**src/rtl/branch_resolve_bht.sv**
```systemverilog
// Branch resolver with a direct-mapped table of 2-bit counters for fetch prediction.
// Define BRU_PERF_CNT_EN to add saturating branch/mispredict performance counters.
module branch_resolve_bht #(
    parameter int XLEN        = 32,
    parameter int BHT_ENTRIES = 64,
    parameter int CNT_W       = 32
) (
    input  logic             clk,
    input  logic             rst,
    input  logic [XLEN-1:0]  fetch_pc,
    output logic             pred_taken,
    input  logic             res_valid,
    input  logic [XLEN-1:0]  res_pc,
    input  logic [2:0]       res_funct3,
    input  logic             res_branch,
    input  logic             res_jump,
    input  logic [XLEN-1:0]  res_rs1,
    input  logic [XLEN-1:0]  res_rs2,
    input  logic             res_pred,
    output logic             pcsrc,
    output logic             illegal_br,
    output logic             mispredict,
    output logic [CNT_W-1:0] br_count,
    output logic [CNT_W-1:0] mp_count
);
    localparam int IDX_W = $clog2(BHT_ENTRIES);

    logic [1:0]       bht [BHT_ENTRIES];
    logic [IDX_W-1:0] fetch_idx;
    logic [IDX_W-1:0] res_idx;
    logic [1:0]       cur;
    logic             cond;
    logic             update;
    logic             miss;

    // Word-aligned PCs: the two low bits never select an entry.
    assign fetch_idx = fetch_pc[IDX_W+1:2];
    assign res_idx   = res_pc[IDX_W+1:2];

    logic unused_pc_bits;
    assign unused_pc_bits = ^{fetch_pc[XLEN-1:IDX_W+2], fetch_pc[1:0],
                              res_pc[XLEN-1:IDX_W+2], res_pc[1:0]};

    always_comb begin
        cond = 1'b0;
        case (res_funct3)
            3'b000:  cond = (res_rs1 == res_rs2);
            3'b001:  cond = (res_rs1 != res_rs2);
            3'b100:  cond = ($signed(res_rs1) <  $signed(res_rs2));
            3'b101:  cond = ($signed(res_rs1) >= $signed(res_rs2));
            3'b110:  cond = (res_rs1 <  res_rs2);
            3'b111:  cond = (res_rs1 >= res_rs2);
            default: cond = 1'b0;
        endcase
    end

    assign illegal_br = res_valid & res_branch & (res_funct3[2:1] == 2'b01);
    assign pcsrc      = res_valid & ((res_branch & cond) | res_jump);
    // Jumps are redirected at decode, so they neither train nor mispredict.
    assign update     = res_valid & res_branch & ~res_jump & ~illegal_br;
    assign miss       = update & (cond != res_pred);

    assign pred_taken = bht[fetch_idx][1];
    assign cur        = bht[res_idx];

    always_ff @(posedge clk or posedge rst) begin
        if (rst) begin
            for (int i = 0; i < BHT_ENTRIES; i++) bht[i] <= 2'b01;
            mispredict <= 1'b0;
        end else begin
            mispredict <= miss;
            if (update) begin
                if (cond && cur != 2'b11)       bht[res_idx] <= cur + 2'd1;
                else if (!cond && cur != 2'b00) bht[res_idx] <= cur - 2'd1;
            end
        end
    end

`ifdef BRU_PERF_CNT_EN
    always_ff @(posedge clk or posedge rst) begin
        if (rst) begin
            br_count <= '0;
            mp_count <= '0;
        end else begin
            if (update && br_count != '1) br_count <= br_count + CNT_W'(1);
            if (miss && mp_count != '1)   mp_count <= mp_count + CNT_W'(1);
        end
    end
`else
    assign br_count = '0;
    assign mp_count = '0;
`endif

endmodule

```
**config.mk**
```make
export PLATFORM = sky130hd
export DESIGN_NAME = branch_resolve_bht
export DESIGN_NICKNAME = d
export VERILOG_FILES = /design/src/rtl/branch_resolve_bht.sv
export SDC_FILE = /design/constraint.sdc
export NUM_CORES = 1
export LEC_CHECK = 0
export ABC_AREA = 1
export BUFFER_PORTS_ARGS = -buffer_cell sky130_fd_sc_hd__buf_2
export CORE_ASPECT_RATIO = 2
export CORE_MARGIN = 2
export CORE_UTILIZATION = 53
export DETAILED_ROUTE_END_ITERATION = 10
export PLACE_DENSITY_LB_ADDON = 0.1
export SYNTH_ARGS = -nofsm -noshare
export SYNTH_HDL_FRONTEND = slang
export SYNTH_SLANG_ARGS = --single-unit
```
**constraint.sdc**
```tcl
create_clock -name clk -period 5.6 [get_ports clk]
set_input_delay 1.12 -clock clk [delete_from_list [all_inputs] [get_ports clk]]
set_output_delay 1.12 -clock clk [all_outputs]
set_load 0.02 [all_outputs]
```
==> results of run 1 <==
## cell families after synthesis
group           count (synthesis)  synth area share (%)
compound gates                158                  9.11
xor+xnor                        1                0.0829
fa+ha+maj                      34                  4.03
buf+inv                       304                  14.6
flops                         129                  31.3
other cells                     1                0.0355
simple gates                 1018                  40.9
## cells in the mapped netlist (3+ instances only)
cell / number / share of area, %
a21oi_1: 25 / 1.2
a221oi_1: 9 / 0.75
a22oi_1: 5 / 0.36
buf_1: 9 / 0.32
buf_2: 24 / 1.1
buf_4: 72 / 5.1
buf_6: 13 / 1.4
clkbuf_1: 56 / 2.0
dfrtp_1: 65 / 15
dfstp_2: 64 / 16
ha_1: 34 / 4.0
inv_1: 129 / 4.6
nand2_1: 465 / 17
nand3_1: 276 / 13
nand4_1: 6 / 0.36
nor2_1: 175 / 6.2
nor3_1: 87 / 4.1
o2111ai_1: 3 / 0.25
o21ai_0: 58 / 2.7
o22ai_1: 35 / 2.1
o41ai_1: 7 / 0.58
or2_2: 4 / 0.24
## through the flow
stage	util, %	power [mW]
6_report	57.9	2.65
5_1_grt	57.9	2.74
4_1_cts	57.9	2.65
3_5_place_dp	55.0	1.54
3_3_place_gp	55.0	1.53
2_1_floorplan	-	1.40
## power breakdown
group | total (mW) | leakage [nW] | switching, mW | internal [mW]
Sequential | 0.977 | 1.57 | 0.0107 | 0.966
Combinational | 0.562 | 3.83 | 0.433 | 0.129
Clock | 1.12 | 0.290 | 0.425 | 0.690
## cell usage in the layout (no fill, tap or decap), drive strengths merged, types with 6 or more instances in the layout
cell type	count
o22ai	35
dfstp	64
nand2	467
o21ai	60
clkbuf	28
conb	64
inv	130
o41ai	7
buf	124
ha	34
nand3	277
nor2	177
nand4	6
nor3	87
a21oi	26
dfrtp	65
a221oi	9
## layer usage
layer / wire (um) / up-vias / part of all wire (%)
met5: 0 / - / 0
met1: 12600 / 5280 / 37
met2: 16700 / 617 / 49
met3: 2670 / 120 / 7.9
met4: 2020 / 0 / 6.0
li1: - / 5345 / -
## worst max-delay path: cells and delay by family
kind / cells / cell delay, ns
and+or+nand+nor: 9 / 1.38
buffers and inverters: 5 / 1.33
AOI/OAI and AO/OA: 2 / 0.64
adders and majority gates: 1 / 0.28
## layout make-up
type | count | area (sq um) | share of cell area, %
clock inverter | 4 | 45.0 | 0.394
clock buffer | 28 | 537 | 4.70
sequential | 129 | 3310 | 28.9
inverter | 130 | 490 | 4.29
timing repair buffer | 124 | 748 | 6.55
multi-input combinational | 1275 | 5970 | 52.3
tap | 262 | 328 | 2.87
## final timing paths
kind / to / slack [ns] / cells after the start
worst max register to register: bht[99] / 2.30 / 13
worst max-delay path: bht[99] / 1.16 / 17
worst min-delay path: flip-flop / 0.46 / 2
max in group asynchronous: bht[75] / 3.78 / 3
min in group asynchronous: bht[77] / 0.70 / 2
worst min register to register: flip-flop / 0.46 / 2
==> results.py, run 1 <==
metrics = {
    "grt": {
        "grt_pass1_vias": 10700,
        "grt_pass1_wl_um": 54000,
        "grt_overflow": 0,
        "use_met3_pct": 5.08,
        "grt.total_usage_pct": 32.3,
        "grt_max_degree": 66,
        "grt_use_met1_pct": 36.6,
        "antenna_found_initial": 0,
        "top_usage_layer": "met2",
        "gr-usage-met2_pct": 55.5,
    },
    "floorplanning": {
        "ios": 205,
        "start_util_pct": 53.5,
        "num_rows": 73,
        "die_area_sq_um": 21100,
        "fp.dieW_um": 104,
        "die_h_um": 204,
        "core_sq_um": 19700,
    },
    "setup_path": {
        "cp.arrival_ns": 4.78,
        "cp_slowest_stage_delay_ns": 0.62,
        "critPathLaunch": "res_pc[3]",
        "critPathSlowestCell": "nand3_1",
        "crit_fanout": 33,
        "path_class": "in -> reg",
        "startpoint_type": "primary input",
        "cp.required_ns": 5.94,
        "end_kind": "flip-flop",
        "crit_chain": "buf_2 -> inv_1 -> nand3_1 -> buf_4 -> o22ai_1 -> o41ai_1 -> nand2_1 -> nor2_1 -> nand2_2 -> ha_2 -> inv_2 -> buf_12 -> nor3_1 -> nand3_1 -> nand2_1 -> nand3_1 -> nand2_1",
    },
    "sta": {
        "holdWs_ns": 0.464,
        "worst_slack_ns": 1.16,
        "slew_headroom_pct": 40.2,
        "fmax_mhz": 225,
        "worstMarginPinSlew_ns": 0.898,
        "fin_crit_sh_pct": 79.3,
        "final_hold_viol_count": 0,
        "setup_tns_ns": 0,
        "skew_ns": 0.00689,
        "fin_crit_ns": 4.44,
        "maxSlewViolCount": 0,
        "setup_viol": 0,
        "rsz0062_at_grt": "no",
    },
    "synthesis": {
        "ys_warn_count": 0,
        "async_reset_ff_share_pct": 100,
        "ys_seq_area_share_pct": 31.3,
        "synth_cell_types": 39,
        "avgSynthCellArea_sq_um": 6.42,
        "ys_ff_latch": 129,
        "synthFlopType": "dfrtp_1",
        "synth_cells": 1645,
        "netlist_area_sq_um": 10600,
        "synth-edff-count": 0,
    },
    "cts": {
        "numCtsBuffers": 17,
        "cts_hold_buf": 0,
        "clockBufferDepth": 2,
        "cts_resized": 0,
        "h-tree-depth": 4,
        "cts.sinks": 129,
        "clk_latency_ns": 0.45,
        "clockRootBuffer": "clkbuf_16",
        "cts_post_setup_buffers_inserted": 0,
        "path_clk_slew_ns": 0.05,
        "cts_tree": "yes",
    },
    "detailed_routing": {
        "totalWireLength_um": 33900,
        "vias": 11400,
        "wl_per_cell_um": 17.4,
        "first_iter_violations": 823,
        "via_per_inst": 5.82,
        "drtAntennaViolNets": 0,
        "drc_errors": 0,
        "drtPass1Iterations": 7,
    },
    "placed_design": {
        "hpwl_um": 21700,
        "post-place-cells": 1920,
        "dpl_cell_area_sq_um": 10800,
        "pre_cts_slack_ns": 0.837,
        "place_congestion": 0.927,
        "io_buffers": 88,
    },
    "power": {
        "ir_worst_vdd_uv": 233,
        "p_per_area_nw_per_um2": 232,
        "power_leakage_nw": 5.69,
    },
    "cells_and_area": {
        "postLayoutCellArea_sq_um": 11400,
        "num_antenna_cells": 0,
        "finalNetCount": 1848,
        "nFillCells": 2013,
        "drive_above_1_share_pct": 13.8,
        "final_cells": 1952,
        "areaGrowthSynthToFinish_pct": 8.17,
    },
    "job": {
        "cap_violations": 0,
    },
    "run_status": {
        "status": "completed",
    },
    "hold_path": {
        "hp-class": "reg -> reg",
    },
}
(Power assumes the default switching activity.)
==> run 2, diff against run 1 <==
--- a/config.mk
+++ b/config.mk
@@ -9,7 +9,7 @@
 export BUFFER_PORTS_ARGS = -buffer_cell sky130_fd_sc_hd__buf_2
 export CORE_ASPECT_RATIO = 2
 export CORE_MARGIN = 2
-export CORE_UTILIZATION = 53
+export CORE_UTILIZATION = 52
 export DETAILED_ROUTE_END_ITERATION = 10
 export PLACE_DENSITY_LB_ADDON = 0.1
 export SYNTH_ARGS = -nofsm -noshare
==> constraint.sdc (replaced) <==
create_clock -name clk -period 3.6 [get_ports clk]
set_input_delay 0.72 -clock clk [delete_from_list [all_inputs] [get_ports clk]]
set_output_delay 0.72 -clock clk [all_outputs]
set_load 0.02 [all_outputs]
==> results.py, run 2 (synthesized netlist as in run 1, its figures left out) <==
metrics = {
    "cts": {
        "clk_latency_ns": 0.45,
        "cts_post_setup_buffers_inserted": 0,
        "numCtsBuffers": 17,
        "h-tree-depth": 4,
        "clockRootBuffer": "clkbuf_16",
        "clockBufferDepth": 2,
        "cts.sinks": 129,
        "cts_tree": "yes",
        "path_clk_slew_ns": 0.06,
    },
    "detailed_routing": {
        "vias": 11400,
        "first_iter_violations": 830,
        "drc_errors": 0,
        "drtAntennaViolNets": 0,
        "wl_per_cell_um": 17.1,
        "totalWireLength_um": 34000,
        "via_per_inst": 5.76,
        "drtPass1Iterations": 5,
    },
    "sta": {
        "worstMarginPinSlew_ns": 0.771,
        "rsz0062_at_grt": "no",
        "final_hold_viol_count": 0,
        "skew_ns": 0.00790,
        "fmax_mhz": 295,
        "holdWs_ns": 0.424,
        "maxSlewViolCount": 0,
        "fin_crit_ns": 3.39,
        "setup_viol": 0,
        "worst_slack_ns": 0.207,
        "slew_headroom_pct": 48.6,
        "fin_crit_sh_pct": 94.3,
    },
    "setup_path": {
        "worstReg2RegEnd": "bht[79]",
        "crit_fanout": 34,
        "crit_chain": "buf_2 -> inv_1 -> nand3_1 -> buf_4 -> o22ai_1 -> o41ai_1 -> buf_4 -> nand2_1 -> nor2_1 -> nand2_2 -> ha_2 -> inv_2 -> buf_12 -> nor3_1 -> nand3_1 -> nand2_1 -> nand3_1 -> nand2_1",
        "cp.required_ns": 3.99,
        "cp.depth": 18,
        "critPathTopFamily": "simple AND/OR/NAND/NOR gates",
        "critPathSlowestCell": "o41ai_1",
        "cp_slowest_stage_delay_ns": 0.62,
        "startpoint_type": "primary input",
        "reg2reg_slack_ns": 0.52,
        "path_class": "in -> reg",
        "cp.arrival_ns": 3.78,
        "end_kind": "flip-flop",
        "critPathBufInv": 6,
        "r2r_cells": 14,
    },
    "floorplanning": {
        "start_util_pct": 53.1,
        "ios": 205,
        "die_h_um": 206,
        "die_area_sq_um": 21500,
        "fp.dieW_um": 105,
        "core_sq_um": 19900,
        "num_rows": 73,
    },
    "placed_design": {
        "io_buffers": 88,
        "hpwl_um": 23000,
        "pre_cts_slack_ns": -0.258,
        "post-place-cells": 1955,
        "place_congestion": 0.926,
    },
    "grt": {
        "grt.total_usage_pct": 31.9,
        "grt_max_degree": 130,
        "grt_overflow": 0,
        "antenna_found_initial": 0,
        "grt_pass1_vias": 10800,
        "grt_pass1_wl_um": 54100,
    },
    "run_status": {
        "status": "completed",
    },
    "cells_and_area": {
        "final_common_cell": "nand2_1",
        "final_cells": 1987,
        "drive_above_1_share_pct": 15.5,
        "areaGrowthSynthToFinish_pct": 13.2,
        "finalNetCount": 1883,
        "num_antenna_cells": 0,
        "nFillCells": 1969,
        "final_cell_mix": "nand2_1, nand3_1, nor2_1, inv_1, buf_2",
    },
    "power": {
        "switching_share_pct": 32.3,
        "p_clk_share_pct": 41.1,
        "power_leakage_nw": 5.97,
        "ir_worst_vdd_uv": 279,
        "p_per_area_nw_per_um2": 353,
        "p_switching_mw": 1.37,
        "power_frac_seq_pct": 36.0,
        "p_int_mw": 2.86,
        "power_frac_comb_pct": 22.9,
    },
    "hold_path": {
        "hp-class": "in -> async",
    },
    "job": {
        "cap_violations": 0,
    },
}
run 2: cell types whose count changed in the layout (fill, tap and decap cells not counted), sizes merged:
cell,delta
buf,+35
clkbuf,-2
inv,-1
clkinvlp,+1
clkinv,+1
bufinv,+1
run 2: worst max-delay path by stage:
| stage | slack, ns | to | startpoint |
|---|---|---|---|
| floorplan | 0.35 | bht[11] | res_pc[3] |
| global placement | -0.27 | bht[79] | res_pc[3] |
| detailed placement | -0.26 | bht[79] | res_pc[3] |
| CTS | 0.18 | bht[79] | res_pc[3] |
| global route | 0.02 | bht[65] | res_pc[4] |
| finish | 0.21 | bht[79] | res_pc[4] |
run 2: power by group through the flow:
| stage | Clock, mW | Sequential, mW | Combinational [mW] |
|---|---|---|---|
| floorplan | 0 | 1.54 | 0.640 |
| global placement | 0 | 1.54 | 0.944 |
| detailed placement | 0 | 1.54 | 0.951 |
| CTS | 1.74 | 1.52 | 0.954 |
| global route | 1.81 | 1.52 | 1.04 |
| finish | 1.73 | 1.52 | 0.969 |
run 2: layout make-up:
type / count / area, sq um / share of cell area [%]
tap: 262 / 328 / 2.74
inverter: 130 / 492 / 4.11
clock buffer: 26 / 489 / 4.09
multi-input combinational: 1275 / 5980 / 50.0
clock inverter: 6 / 80.1 / 0.669
sequential: 129 / 3310 / 27.7
timing repair buffer: 159 / 1290 / 10.8
run 2: per-stage QoR:
step / TNS, ns / area, sq um / power (mW) / utilization [%]
2_1_floorplan: 0 / 10800 / 2.18 / -
3_3_place_gp: -17.01 / 11400 / 2.49 / 57.2
3_5_place_dp: -15.73 / 11400 / 2.49 / 57.2
4_1_cts: 0 / 12000 / 4.21 / 60.0
5_1_grt: 0 / 12000 / 4.37 / 60.1
6_report: 0 / 12000 / 4.22 / 60.1
run 2: per-layer routing:
layer | global-route usage (%) | wire, um | up-vias
met5 | 0 | 0 | -
met4 | 18.8 | 1890 | 0
met3 | 5.76 | 2420 | 122
met2 | 56.3 | 17100 | 550
met1 | 35.6 | 12600 | 5358
li1 | - | - | 5412
run 2: worst min-delay path: cells and delay by family:
kind,cells,cell delay (ns)
buf+inv,3,0.64
run 2: timing repair:
item / in CTS / in global routing
setup endpoints to repair: 0 / 4
hold buffers: 0 / 0
resized for setup: 0 / 1
==> run 3, diff against run 2 <==
--- a/config.mk
+++ b/config.mk
@@ -6,7 +6,7 @@
 export NUM_CORES = 1
 export LEC_CHECK = 0
 export ABC_AREA = 1
-export BUFFER_PORTS_ARGS = -buffer_cell sky130_fd_sc_hd__buf_2
+export BUFFER_PORTS_ARGS = -buffer_cell sky130_fd_sc_hd__clkbuf_2
 export CORE_ASPECT_RATIO = 2
 export CORE_MARGIN = 2
 export CORE_UTILIZATION = 52
==> results.py, run 3 (synthesized netlist as in run 1, its figures left out) <==
metrics = {
    "cts": {
        "cts_hold_buf": 0,
        "clk_latency_ns": 0.44,
        "cts_tree": "yes",
        "cts_resized": 0,
        "clockBufferDepth": 2,
        "h-tree-depth": 4,
        "numCtsBuffers": 17,
        "cts.sinks": 129,
        "cts_post_setup_buffers_inserted": 0,
        "path_clk_slew_ns": 0.05,
        "clockRootBuffer": "clkbuf_16",
    },
    "placed_design": {
        "place_congestion": 0.921,
        "pre_cts_slack_ns": -0.0596,
        "post-place-cells": 1956,
        "io_buffers": 88,
        "hpwl_um": 22600,
        "dpl_cell_area_sq_um": 11300,
    },
    "floorplanning": {
        "num_rows": 73,
        "die_h_um": 206,
        "die_area_sq_um": 21500,
        "fp.dieW_um": 105,
        "core_sq_um": 19900,
        "start_util_pct": 53.1,
        "ios": 205,
    },
    "setup_path": {
        "startpoint_type": "primary input",
        "worstReg2RegEnd": "bht[93]",
        "reg2reg_slack_ns": 0.70,
        "critPathLaunch": "res_rs2[31]",
        "cp.arrival_ns": 2.61,
        "r2r_cells": 16,
        "path_class": "in -> out",
        "crit_end": "pcsrc",
        "end_kind": "primary output",
        "cp.required_ns": 2.88,
        "crit_fanout": 5,
    },
    "cells_and_area": {
        "drive_above_1_share_pct": 15.6,
        "final_common_cell": "nand2_1",
        "nFillCells": 1972,
        "num_antenna_cells": 0,
        "areaGrowthSynthToFinish_pct": 12.9,
        "final_cell_mix": "nand2_1, nand3_1, nor2_1, inv_1, clkbuf_2",
        "final_cells": 1987,
        "postLayoutCellArea_sq_um": 11900,
        "finalNetCount": 1884,
    },
    "hold_path": {
        "hp-class": "in -> async",
    },
    "sta": {
        "setup_tns_ns": 0,
        "worstMarginPinSlew_ns": 0.848,
        "skew_ns": 0.00935,
        "fmax_mhz": 300,
        "maxSlewViolCount": 0,
        "rsz0062_at_grt": "no",
        "final_hold_viol_count": 0,
        "setup_viol": 0,
        "fin_crit_ns": 3.33,
        "fin_crit_sh_pct": 92.6,
        "worst_slack_ns": 0.265,
        "slew_headroom_pct": 43.4,
    },
    "grt": {
        "grt_max_degree": 63,
        "grt_overflow": 0,
        "grt_pass1_wl_um": 54200,
        "antenna_found_initial": 0,
        "grt.total_usage_pct": 32.0,
        "grt_pass1_vias": 10700,
    },
    "run_status": {
        "status": "completed",
    },
    "power": {
        "ir_worst_vdd_uv": 300,
        "p_per_area_nw_per_um2": 359,
        "power_leakage_nw": 5.97,
    },
    "detailed_routing": {
        "totalWireLength_um": 34100,
        "vias": 11400,
        "first_iter_violations": 977,
        "wl_per_cell_um": 17.2,
        "drtAntennaViolNets": 0,
        "drtPass1Iterations": 6,
        "drc_errors": 0,
        "via_per_inst": 5.74,
    },
    "job": {
        "cap_violations": 0,
    },
}
-- run 3: changes by cell type in the layout (fill, tap and decap cells not counted), sizes merged --
| cell | before | now |
|---|---|---|
| buf | 159 | 72 |
| clkbuf | 26 | 114 |
| clkinv | 4 | 3 |
-- run 3: final cells by class --
cell class	instances	area [sq um]	area share, %
Multi-Input combinational cell	1275	5980	50.1
Sequential cell	129	3310	27.7
Timing Repair Buffer	160	1230	10.3
Clock buffer	26	519	4.35
Inverter	130	492	4.12
Tap cell	262	328	2.75
Clock inverter	5	75.1	0.629
-- run 3: worst max-delay path, stage by stage --
cell and delay (ns):
clkbuf_2 0.08, inv_1 0.03, ha_1 0.31, nand2_1 0.08, nor2_1 0.17, nand2_1 0.13
nor2_4 0.17, nand2_2 0.10, nand2_1 0.06, o21ai_1 0.05, inv_1 0.07, nand2_1 0.05
nor2_1 0.13, nand3_2 0.16, nand3_1 0.10, nand2_1 0.05, clkbuf_2 0.15
-- run 3: metrics by stage --
stage / utilization, % / hold WS (ns) / total power, mW
floorplan: - / 0.445 / 2.18
global placement: 56.9 / 0.454 / 2.49
detailed placement: 56.9 / 0.458 / 2.50
CTS: 59.9 / 0.448 / 4.28
global route: 59.9 / 0.481 / 4.43
finish: 59.9 / 0.437 / 4.28
-- run 3: worst min path at each step --
stage / startpoint / endpoint / slack (ns) / depth (start not counted)
floorplan: flip-flop / flip-flop / 0.44 / 2
global placement: flip-flop / flip-flop / 0.45 / 2
detailed placement: flip-flop / flip-flop / 0.46 / 2
CTS: rst / bht[103] / 0.45 / 2
global route: flip-flop / flip-flop / 0.48 / 2
finish: rst / bht[105] / 0.44 / 2
-- run 3: layer usage --
| metal | up-vias | routed length [um] | GRT usage, % |
|---|---|---|---|
| met2 | 588 | 16800 | 55.9 |
| li1 | 5417 | - | - |
| met5 | - | 0 | 0 |
| met1 | 5277 | 12700 | 36.4 |
| met4 | 0 | 2010 | 18.4 |
| met3 | 114 | 2650 | 5.51 |
-- run 3: power breakdown --
group          leakage (nW)  switching (mW)  internal, mW
Sequential             1.57          0.0174          1.50
Combinational          4.10           0.690         0.291
Clock                 0.296           0.654          1.12
Total                  5.97            1.36          2.92
